==> src/rtl/pdm_tx_pkg.sv <==
// -----------------------------------------------------------------------------
// pdm_tx_pkg
// Shared audio-path constants. The PDM microphone receiver and the PDM
// transmitter both derive their defaults from here so the two ends of a
// loopback always agree on bit clock rate, oversampling ratio and PCM width.
//   PCM_W        : PCM sample width (signed two's complement)
//   PDM_DIV_HALF : system clock cycles per half period of the PDM bit clock
//   PDM_OSR      : PDM bits per PCM sample
// -----------------------------------------------------------------------------
package pdm_tx_pkg;

  localparam int PCM_W        = 16;
  localparam int PDM_DIV_HALF = 25;
  localparam int PDM_OSR      = 64;

endpackage : pdm_tx_pkg

==> src/rtl/pdm_clkgen.sv <==
// -----------------------------------------------------------------------------
// pdm_clkgen
// Divides the system clock down to the PDM bit clock and flags the cycle in
// which that bit clock falls, which is where the modulator advances.
//
// Ports:
//   clk      in   system clock
//   reset    in   synchronous, active-high reset
//   en       in   run enable; low holds the divider cleared and pdm_clk low
//   pdm_clk  out  PDM bit clock, 2*DIV_HALF clk cycles per period, 50 % duty
//   bit_step out  high during the cycle whose closing edge drives pdm_clk 1->0
// -----------------------------------------------------------------------------
module pdm_clkgen
  import pdm_tx_pkg::*;
#(
  parameter int DIV_HALF = PDM_DIV_HALF
) (
  input  logic clk,
  input  logic reset,
  input  logic en,
  output logic pdm_clk,
  output logic bit_step
);

  localparam int             DW       = (DIV_HALF > 1) ? $clog2(DIV_HALF) : 1;
  localparam logic [DW-1:0]  DIV_LAST = DW'(DIV_HALF - 1);

  logic [DW-1:0] div_cnt_r;
  logic [DW-1:0] div_cnt_nxt_s;
  logic          pdm_clk_r;
  logic          pdm_clk_nxt_s;
  logic          wrap_s;

  // Next-state for the half-period counter and the bit clock.
  always_comb begin
    div_cnt_nxt_s = div_cnt_r;
    pdm_clk_nxt_s = pdm_clk_r;
    wrap_s        = (div_cnt_r == DIV_LAST);
    if (!en) begin
      div_cnt_nxt_s = '0;
      pdm_clk_nxt_s = 1'b0;
    end else if (wrap_s) begin
      div_cnt_nxt_s = '0;
      pdm_clk_nxt_s = ~pdm_clk_r;
    end else begin
      div_cnt_nxt_s = div_cnt_r + DW'(1);
      pdm_clk_nxt_s = pdm_clk_r;
    end
  end

  // The strobe is decoded from registered state so it lines up with the
  // same clk edge that lowers pdm_clk; consumers register on that edge.
  always_comb begin
    bit_step = en && wrap_s && pdm_clk_r;
  end

  // Divider state register.
  always_ff @(posedge clk) begin
    if (reset) begin
      div_cnt_r <= '0;
      pdm_clk_r <= 1'b0;
    end else begin
      div_cnt_r <= div_cnt_nxt_s;
      pdm_clk_r <= pdm_clk_nxt_s;
    end
  end

  assign pdm_clk = pdm_clk_r;

endmodule : pdm_clkgen

==> src/rtl/pdm_tx.sv <==
// -----------------------------------------------------------------------------
// pdm_tx
// PCM-to-PDM transmitter. Signed PCM samples arrive over a valid/ready
// handshake into a one-entry holding register, are promoted to the current
// sample at each frame boundary (every OSR PDM bits) and converted by a
// first-order sigma-delta modulator into a 1-bit PDM stream with its own
// bit clock.
//
// Ports:
//   clk        in   system clock
//   reset      in   synchronous, active-high reset
//   en         in   run enable; low idles the modulator (samples retained)
//   s_data     in   PCM sample, W bits signed
//   s_valid    in   s_data valid
//   s_ready    out  holding register empty; accept on s_valid && s_ready
//   pdm_clk    out  PDM bit clock
//   pdm_data   out  PDM bit, changes only on the edge where pdm_clk falls
//   aud_sd     out  amplifier enable, registered copy of en
//   frame_tick out  one-cycle pulse at each sample boundary
//   underrun   out  one-cycle pulse when a boundary finds no new sample
// -----------------------------------------------------------------------------
module pdm_tx
  import pdm_tx_pkg::*;
#(
  parameter int W        = PCM_W,
  parameter int DIV_HALF = PDM_DIV_HALF,
  parameter int OSR      = PDM_OSR
) (
  input  logic         clk,
  input  logic         reset,
  input  logic         en,
  input  logic [W-1:0] s_data,
  input  logic         s_valid,
  output logic         s_ready,
  output logic         pdm_clk,
  output logic         pdm_data,
  output logic         aud_sd,
  output logic         frame_tick,
  output logic         underrun
);

  localparam int            BW       = $clog2(OSR);
  localparam logic [BW-1:0] BIT_LAST = BW'(OSR - 1);

  // Signed sample to offset-binary: flipping the sign bit adds 2^(W-1).
  function automatic logic [W-1:0] to_offset(input logic [W-1:0] x);
    return {~x[W-1], x[W-2:0]};
  endfunction

  logic          bit_step_s;
  logic          pdm_clk_s;

  logic [W-1:0]  acc_r;
  logic [W-1:0]  cur_r;
  logic [W-1:0]  nxt_r;
  logic          nxt_full_r;
  logic [BW-1:0] bit_cnt_r;
  logic          pdm_data_r;
  logic          frame_tick_r;
  logic          underrun_r;
  logic          aud_sd_r;

  logic [W-1:0]  acc_nxt_s;
  logic [W-1:0]  cur_nxt_s;
  logic [W-1:0]  nxt_nxt_s;
  logic          nxt_full_nxt_s;
  logic [BW-1:0] bit_cnt_nxt_s;
  logic          pdm_data_nxt_s;
  logic          frame_tick_nxt_s;
  logic          underrun_nxt_s;

  logic [W-1:0]  u_s;
  logic [W:0]    sum_s;
  logic          boundary_s;
  logic          accept_s;

  pdm_clkgen #(
    .DIV_HALF (DIV_HALF)
  ) u_clkgen (
    .clk      (clk),
    .reset    (reset),
    .en       (en),
    .pdm_clk  (pdm_clk_s),
    .bit_step (bit_step_s)
  );

  // Modulator arithmetic and handshake decode.
  always_comb begin
    u_s        = to_offset(cur_r);
    sum_s      = {1'b0, acc_r} + {1'b0, u_s};
    boundary_s = bit_step_s && (bit_cnt_r == BIT_LAST);
    accept_s   = s_valid && !nxt_full_r;
  end

  // Next-state for modulator, frame counter and holding register.
  always_comb begin
    acc_nxt_s        = acc_r;
    cur_nxt_s        = cur_r;
    nxt_nxt_s        = nxt_r;
    nxt_full_nxt_s   = nxt_full_r;
    bit_cnt_nxt_s    = bit_cnt_r;
    pdm_data_nxt_s   = pdm_data_r;
    frame_tick_nxt_s = 1'b0;
    underrun_nxt_s   = 1'b0;

    if (!en) begin
      // Idle: restart the frame on re-enable but keep the queued samples.
      acc_nxt_s      = '0;
      bit_cnt_nxt_s  = '0;
      pdm_data_nxt_s = 1'b0;
    end else if (bit_step_s) begin
      // The boundary bit still uses the outgoing sample; a newly loaded
      // sample only affects the following bit step.
      pdm_data_nxt_s = sum_s[W];
      acc_nxt_s      = sum_s[W-1:0];
      if (boundary_s) begin
        bit_cnt_nxt_s    = '0;
        frame_tick_nxt_s = 1'b1;
        if (nxt_full_r) begin
          cur_nxt_s      = nxt_r;
          nxt_full_nxt_s = 1'b0;
        end else begin
          underrun_nxt_s = 1'b1;
        end
      end else begin
        bit_cnt_nxt_s = bit_cnt_r + BW'(1);
      end
    end else begin
      pdm_data_nxt_s = pdm_data_r;
    end

    // Accept only fires while the register is empty, so it never collides
    // with a boundary transfer; an accept at an empty boundary lands in nxt
    // for the next frame while underrun still reports this one.
    if (accept_s) begin
      nxt_nxt_s      = s_data;
      nxt_full_nxt_s = 1'b1;
    end else begin
      nxt_nxt_s = nxt_nxt_s;
    end
  end

  // Datapath and status registers.
  always_ff @(posedge clk) begin
    if (reset) begin
      acc_r        <= '0;
      cur_r        <= '0;
      nxt_r        <= '0;
      nxt_full_r   <= 1'b0;
      bit_cnt_r    <= '0;
      pdm_data_r   <= 1'b0;
      frame_tick_r <= 1'b0;
      underrun_r   <= 1'b0;
    end else begin
      acc_r        <= acc_nxt_s;
      cur_r        <= cur_nxt_s;
      nxt_r        <= nxt_nxt_s;
      nxt_full_r   <= nxt_full_nxt_s;
      bit_cnt_r    <= bit_cnt_nxt_s;
      pdm_data_r   <= pdm_data_nxt_s;
      frame_tick_r <= frame_tick_nxt_s;
      underrun_r   <= underrun_nxt_s;
    end
  end

  // Amplifier enable follows en one cycle later.
  always_ff @(posedge clk) begin
    if (reset) begin
      aud_sd_r <= 1'b0;
    end else begin
      aud_sd_r <= en;
    end
  end

  assign s_ready    = ~nxt_full_r;
  assign pdm_clk    = pdm_clk_s;
  assign pdm_data   = pdm_data_r;
  assign aud_sd     = aud_sd_r;
  assign frame_tick = frame_tick_r;
  assign underrun   = underrun_r;

endmodule : pdm_tx

==> config.mk <==
export PLATFORM = sky130hd
export DESIGN_NAME = pdm_tx
export DESIGN_NICKNAME = d
export VERILOG_FILES = /design/src/rtl/pdm_tx_pkg.sv /design/src/rtl/pdm_clkgen.sv /design/src/rtl/pdm_tx.sv
export SDC_FILE = /design/constraint.sdc
export NUM_CORES = 1
export LEC_CHECK = 0
export ABC_CLOCK_PERIOD_IN_PS = 1800
export BUFFER_PORTS_ARGS = -buffer_cell sky130_fd_sc_hd__buf_2
export CAP_MARGIN = 20
export CORE_MARGIN = 1
export CORE_UTILIZATION = 45
export CTS_CLUSTER_DIAMETER = 40
export DETAILED_ROUTE_END_ITERATION = 12
export PLACE_DENSITY_LB_ADDON = 0.08
export SYNTH_ARGS = -nofsm -noshare
export SYNTH_HDL_FRONTEND = slang
export SYNTH_HIERARCHICAL = 1
export SYNTH_SLANG_ARGS = --single-unit
==> constraint.sdc <==
create_clock -name clk -period 1.8 [get_ports clk]
set_input_delay 0.09 -clock clk [delete_from_list [all_inputs] [get_ports clk]]
set_output_delay 0.09 -clock clk [all_outputs]
set_load 0.05 [all_outputs]
==> flow_summary_export.csv, run 1 <==
group,metric,value,unit
pwr,p_int,2.45,mW
place,numPortBuffers,25,
logic_synthesis,syn_nets,411,
place,place.gp.congestion,0.826,
logic_synthesis,syn_inst,371,
sta,fmax,533,MHz
clock_tree,h-tree-depth,3,
sta,worst_pin_slew,1010,ps
logic_synthesis,synth_seq_cells,65,
floorplanning,initial_utilization,47.5,%
setup_path,crit_path_top_delay_cell,"fa_2",
routing,initialDrtViolationCount,112,
run_status,status,"finished with violations",
layout,final_cell_area,4310,µm²
routing,avgRoutedWirePerCell,13.9,µm
layout,syn_to_final_growth,39.7,%
sta,hold_viol,0,
place,dpl.cell_count,481,
floorplanning,pin_count,26,
worst_hold_path,hold_path.class,"in2reg",
sta,rsz0062_at_grt,"yes",
logic_synthesis,yosysUniqueCellTypes,45,
pwr,ir_worst_vdd,0.593,mV
floorplanning,rows,29,
layout,postLayoutCoreUtil,66.4,%
floorplanning,die_w,84.8,µm
routing,vias_per_cell,5.10,
pwr,sw_frac_of_total,21.8,%
clock_tree,cts_tree,"done",
routing,drt-total-wl,7.31,mm
global_route,grt_pass1_vias,2521,
sta,finalCritPeriodShare,104,%
pwr,seqPwrFrac,47.3,%
clock_tree,cts_buffer_depth,2,
place,dp_hpwl,4.50,mm
setup_path,critical_path_class,"reg2reg",
sta,setup_viol,17,
routing,antenna_left,0,
sta,relSlewSlack,32.5,%
logic_synthesis,synth_edf_count,0,
flow_run,cap_violations,0,
global_route,grt_overflow,0,
pwr,switching_power,0.681,mW
sta,clock-skew-final,6.91,ps
floorplanning,core-area,6490,µm²
layout,final_cell_count_no_fill,526,
clock_tree,root_buffer,"clkbuf_8",
clock_tree,clk_latency,340,ps
logic_synthesis,syn_area,3090,µm²
run_status,violations,"negative setup slack",
setup_path,cp_max_fo,3,
place,place_ws,-96.0,ps
global_route,grt_max_degree,36,
layout,n_antenna_cell,0,
logic_synthesis,ys_seq_area_share,42.2,%
layout,layout_common_cells,"nand2_1 (73), dfxtp_1 (55), a21oi_1 (34)",
layout,final_common_cell,"nand2_1",
global_route,grt_pass1_wl,11.7,mm
sta,worst_slack,-76.9,ps
clock_tree,cts_sinks,65,
pwr,p_per_area,726,nW/µm²
global_route,antenna_found_initial,0,
floorplanning,die_area,7190,µm²
logic_synthesis,syn_area_per_cell,8.32,µm²
setup_path,end_kind,"flip-flop",
routing,vias,2682,
routing,dr.pass1.iters,6,
place,placed_cell_area,3460,µm²
setup_path,max_stage_delay,360,ps
layout,drive_gt1_share,32.3,%
logic_synthesis,ys_warn_count,6,
pwr,p_leak,1.65,nW
sta,setup_tns,-627,ps
routing,remaining_drc_errors,0,
clock_tree,clk_pin_slew_worst_paths,70,ps
layout,final_nets,484,
logic_synthesis,synthArstFlopShare,0,%
pwr,p_clk_share,47.9,%
setup_path,worstPathRequired,2030,ps
clock_tree,cts_buffers,9,
global_route,gr-usage-all-layers,20.7,%
setup_path,worstPathCellList,"ha_4 > fa_2 > a21oi_4 > o211ai_2 > nand3_2 > or2b_1 > nand4b_1 > o211ai_1",
floorplanning,chipHeight,84.8,µm
setup_path,crit_arrival,2100,ps
sta,period_needed,1880,ps
pwr,comb_power_share,4.8,%
setup_path,crit_path_start_kind,"flip-flop",
sta,drv_slew,0,
logic_synthesis,synthFlopType,"dfxtp_1",
## power by group through the flow
stage / clock network [mW] / logic, mW / registers (mW)
3_3_place_gp: 0 / 0.117 / 1.51
2_1_floorplan: 0 / 0.0707 / 1.51
6_report: 1.50 / 0.149 / 1.48
3_5_place_dp: 0 / 0.118 / 1.51
4_1_cts: 1.52 / 0.146 / 1.48
5_1_grt: 1.61 / 0.168 / 1.48
## critical path, delay by kind of cell (launching register included)
family                   cells  cell delay [ps]
adder cells (fa/ha/maj)      2              520
AND/OR/NAND/NOR              3              500
AO/OA/AOI/OAI                3              390
flip-flops                   1              340
## per-layer routing
metal | track usage [%] | vias up | part of all wire, %
met1 | 27.3 | 1217 | 49
met3 | 6.42 | 10 | 3.6
li1 | - | 1410 | -
met2 | 32.2 | 45 | 46
met4 | 7.24 | 0 | 1.1
met5 | 0 | - | 0
## worst paths after layout
| path | cells past startpoint | to | slack, ps | from |
|---|---|---|---|---|
| max | 8 | acc_r[10] | -80 | acc_r[0] |
| min | 3 | nxt_full_r | 30 | s_valid |
| max reg2reg | 8 | acc_r[10] | -80 | acc_r[0] |
| min reg2reg | 2 | cur_r[6] | 450 | nxt_r[6] |
## cells by family (layout without fill, tap and decap cells)
family	after synthesis	after routing	synth area share [%]
adder cells (fa/ha/maj)	20	20	8.35
AO/OA/AOI/OAI	82	82	15.8
flip-flops	65	65	42.2
multiplexers	8	8	2.59
XOR/XNOR	18	18	5.11
buffers and inverters	28	106	4.05
AND/OR/NAND/NOR	150	150	22.0
## synthesized netlist by cell type, drive strengths merged, types with 3 or more instances
cell / count / share of area, %
dfxtp: 65 / 42
a31oi: 3 / 0.61
a21oi: 46 / 7.6
nor2b: 3 / 0.61
ha: 19 / 7.7
clkbuf: 9 / 1.1
and3: 6 / 1.4
nand2: 84 / 10
nand2b: 3 / 0.61
nor3: 5 / 0.81
nand3: 12 / 1.9
xor2: 7 / 2.0
xnor2: 11 / 3.1
inv: 10 / 1.2
nand4: 4 / 0.81
buf: 8 / 1.6
o211ai: 4 / 1.3
nor2: 26 / 3.2
nand3b: 3 / 0.73
o21ai: 15 / 2.4
a21o: 3 / 0.77
mux2i: 8 / 2.6
## through the flow
stage                     total power, mW  hold slack (ps)
after CTS                            3.14             13.1
after detailed placement             1.63              335
after global routing                 3.26             21.2
final                                3.13             28.7
after floorplan                      1.58              152
after global placement               1.63              330
## timing repair
action	in CTS	in global routing
endpoints found under the hold margin	16	0
buffers inserted	4	7
hold buffers	16	0
endpoints found under the setup margin	26	30
gates cloned	0	3
pin swaps	4	17
resized for setup	14	56
## sequential cells by signal, summed over array words and instances (netlist names)
name                count
frame_tick              1
u_clkgen/pdm_clk        1
nxt_r                  16
pdm_data                1
cur_r                  16
underrun                1
nxt_full_r              1
aud_sd                  1
acc_r                  16
bit_cnt_r               6
u_clkgen/div_cnt_r      5
## area by class of cell
| cell class | count | area [µm²] |
|---|---|---|
| clock buffers | 9 | 124 |
| flip-flops and latches | 65 | 1310 |
| multi-input cells | 278 | 1940 |
| inverters | 11 | 41.3 |
| well taps | 77 | 96.3 |
| clock inverters | 7 | 119 |
| fillers | 523 | 2180 |
| repair buffers | 79 | 673 |
Note: power is estimated with default switching activity, not from simulation.
==> run 2: changes to the inputs <==
--- a/config.mk
+++ b/config.mk
@@ -12,7 +12,7 @@
 export CORE_UTILIZATION = 45
 export CTS_CLUSTER_DIAMETER = 40
 export DETAILED_ROUTE_END_ITERATION = 12
-export PLACE_DENSITY_LB_ADDON = 0.08
+export PLACE_DENSITY = 0.65
 export SYNTH_ARGS = -nofsm -noshare
 export SYNTH_HDL_FRONTEND = slang
 export SYNTH_HIERARCHICAL = 1
==> run 2 against run 1 <==
Net effect:
- the run still ends with negative setup slack left
- clock power down 19%
- clock-buffer cell count grew 2
- die area unchanged
- utilization down 2.3 points
- via count up 0.48%
- combinational power about the same
- flip-flop and latch count stayed put
- routed wire length down 4.6%
- critical path depth grew 3
- sequential share of layout area up 1.0 points
- global-route usage shrank 1.6 points
- setup slack worse by 3.5 ps
- largest cell class unchanged
==> flow_summary_export.csv, run 2 (synthesized netlist as in run 1, its figures left out) <==
group,metric,value,unit
sta,worst_slack,-80.4,ps
pwr,p_clk_share,42.8,%
global_route,grt_overflow,0,
floorplanning,initial_utilization,47.5,%
setup_path,crit_arrival,2150,ps
routing,remaining_drc_errors,0,
global_route,grt_pass1_wl,11.0,mm
layout,regArea,1310,µm²
clock_tree,root_buffer,"clkbuf_8",
floorplanning,core-area,6490,µm²
pwr,p_int,2.20,mW
setup_path,max_stage_delay,320,ps
worst_hold_path,hold_start,"s_data[4]",
layout,fill_cells,502,
clock_tree,cts_tree,"done",
place,numPortBuffers,25,
routing,vias,2695,
sta,setup_tns,-849,ps
global_route,antenna_found_initial,0,
worst_hold_path,min_path_cells,3,
clock_tree,clk_pin_slew_worst_paths,70,ps
layout,n_antenna_cell,0,
sta,period_needed,1880,ps
run_status,status,"finished with violations",
routing,initialDrtViolationCount,143,
floorplanning,die_w,84.8,µm
setup_path,startpoint,"u_clkgen/div_cnt_r[1]",
pwr,switching_power,0.646,mW
floorplanning,pin_count,26,
layout,final_common_cell,"nand2_1",
sta,relSlewSlack,34.4,%
layout,syn_to_final_growth,34.8,%
setup_path,worstPathCellList,"inv_2 > ha_4 > nand4b_4 > nor2_4 > nand4_1 > inv_1 > and3_4 > and3_4 > clkbuf_16 > nand2_2 > a21oi_2",
clock_tree,cts_buffers,9,
floorplanning,rows,29,
clock_tree,h-tree-depth,3,
sta,clock-skew-final,15.5,ps
sta,setup_viol,20,
setup_path,r2r-start,"u_clkgen/div_cnt_r[1]",
pwr,comb_power_share,5.3,%
pwr,ir_worst_vdd,0.562,mV
sta,drv_slew,0,
clock_tree,cts_buffer_depth,2,
sta,finalCritPeriodShare,104,%
setup_path,end_kind,"flip-flop",
routing,antenna_left,0,
sta,worst_pin_slew,982,ps
layout,drive_gt1_share,29.8,%
routing,avgRoutedWirePerCell,13.4,µm
floorplanning,die_area,7190,µm²
place,place_ws,-104,ps
sta,rsz0062_at_grt,"yes",
run_status,violations,"negative setup slack",
pwr,seqPwrFrac,51.9,%
layout,multi_input_area,1920,µm²
global_route,grt_max_degree,36,
pwr,power,2.85,mW
global_route,grt_pass1_vias,2472,
pwr,sw_frac_of_total,22.7,%
routing,vias_per_cell,5.18,
layout,layout_common_cells,"nand2_1 (79), dfxtp_1 (58), a21oi_1 (32)",
layout,final_nets,478,
pwr,p_per_area,685,nW/µm²
clock_tree,clk_latency,340,ps
layout,final_cell_count_no_fill,520,
setup_path,worstPathRequired,2070,ps
worst_hold_path,hold_path.class,"in2reg",
floorplanning,chipHeight,84.8,µm
sta,hold_viol,0,
setup_path,crit_path_top_delay_cell,"dfxtp_2",
setup_path,crit_path_start_kind,"flip-flop",
place,place.gp.congestion,0.818,
global_route,gr-usage-all-layers,19.1,%
sta,fmax,532,MHz
sta,hold_ws,9.00,ps
setup_path,crit_top_cell,"and3_4",
setup_path,worst_r2r_path_depth,11,
pwr,p_leak,1.57,nW
setup_path,cp_max_fo,8,
clock_tree,cts_sinks,65,
place,dpl.cell_count,479,
flow_run,cap_violations,0,
routing,dr.pass1.iters,4,
layout,largestRegisters,"acc_r: 16 flops, cur_r: 16 flops, nxt_r: 16 flops",
place,dp_hpwl,4.43,mm
setup_path,critical_path_class,"reg2reg",
routing,drt-total-wl,6.97,mm
run 2: changes by cell type in the layout (fill, tap and decap cells not counted), moves of 2 or more:
cell	previous run	this run
nand2_2	10	5
dfxtp_2	10	7
bufinv_16	3	1
ha_2	1	3
dfxtp_1	55	58
a21oi_2	10	12
a21oi_1	34	32
nand2_1	73	79
buf_4	31	28
run 2: critical path, delay by kind of cell, from the launching register on:
| kind | cells | cell delay (ps) |
|---|---|---|
| adder cells (fa/ha/maj) | 1 | 150 |
| buffers and inverters | 3 | 320 |
| AO/OA/AOI/OAI | 1 | 130 |
| AND/OR/NAND/NOR | 6 | 890 |
| flip-flops | 1 | 320 |
run 2: cell type report:
cell class / count / share of cell area (%)
clock inverters: 5 / 1.32
clock buffers: 11 / 3.40
flip-flops and latches: 65 / 31.5
multi-input cells: 278 / 46.2
well taps: 77 / 2.32
repair buffers: 73 / 14.3
inverters: 11 / 0.992
run 2: repair_timing:
action,4_1_cts,5_1_grt
endpoints found under the hold margin,14,1
endpoints found under the setup margin,26,31
gates resized for setup,12,51
setup buffers,5,4
gates cloned,0,2
hold buffers,14,1
pin swaps,7,26
run 2: power by group through the flow:
stage / Clock (mW) / Combinational (mW) / Sequential (mW)
2_1_floorplan: 0 / 0.0707 / 1.51
3_3_place_gp: 0 / 0.116 / 1.51
3_5_place_dp: 0 / 0.119 / 1.51
4_1_cts: 1.25 / 0.143 / 1.48
5_1_grt: 1.31 / 0.167 / 1.48
6_report: 1.22 / 0.150 / 1.48
run 2: per-stage QoR:
step / utilization (%) / instance area (µm²)
after floorplan: - / 3110
after global placement: 53.0 / 3440
after detailed placement: 53.0 / 3440
after CTS: 59.5 / 3860
after global routing: 64.1 / 4160
final: 64.1 / 4160
run 2: path summary, 6_finish.rpt:
| check | end | slack [ps] |
|---|---|---|
| worst max-delay path | cur_r[9] | -80 |
| worst min-delay path | nxt_r[4] | 9 |
| worst max register to register | cur_r[9] | -80 |
| worst min register to register | acc_r[15] | 450 |
run 2: metal layers:
layer	global-route usage (%)	wire length, µm	vias up
met4	6.01	68	0
met2	31.0	3400	35
met1	25.5	3330	1257
met3	4.38	172	4
met5	0	0	-
li1	-	-	1399
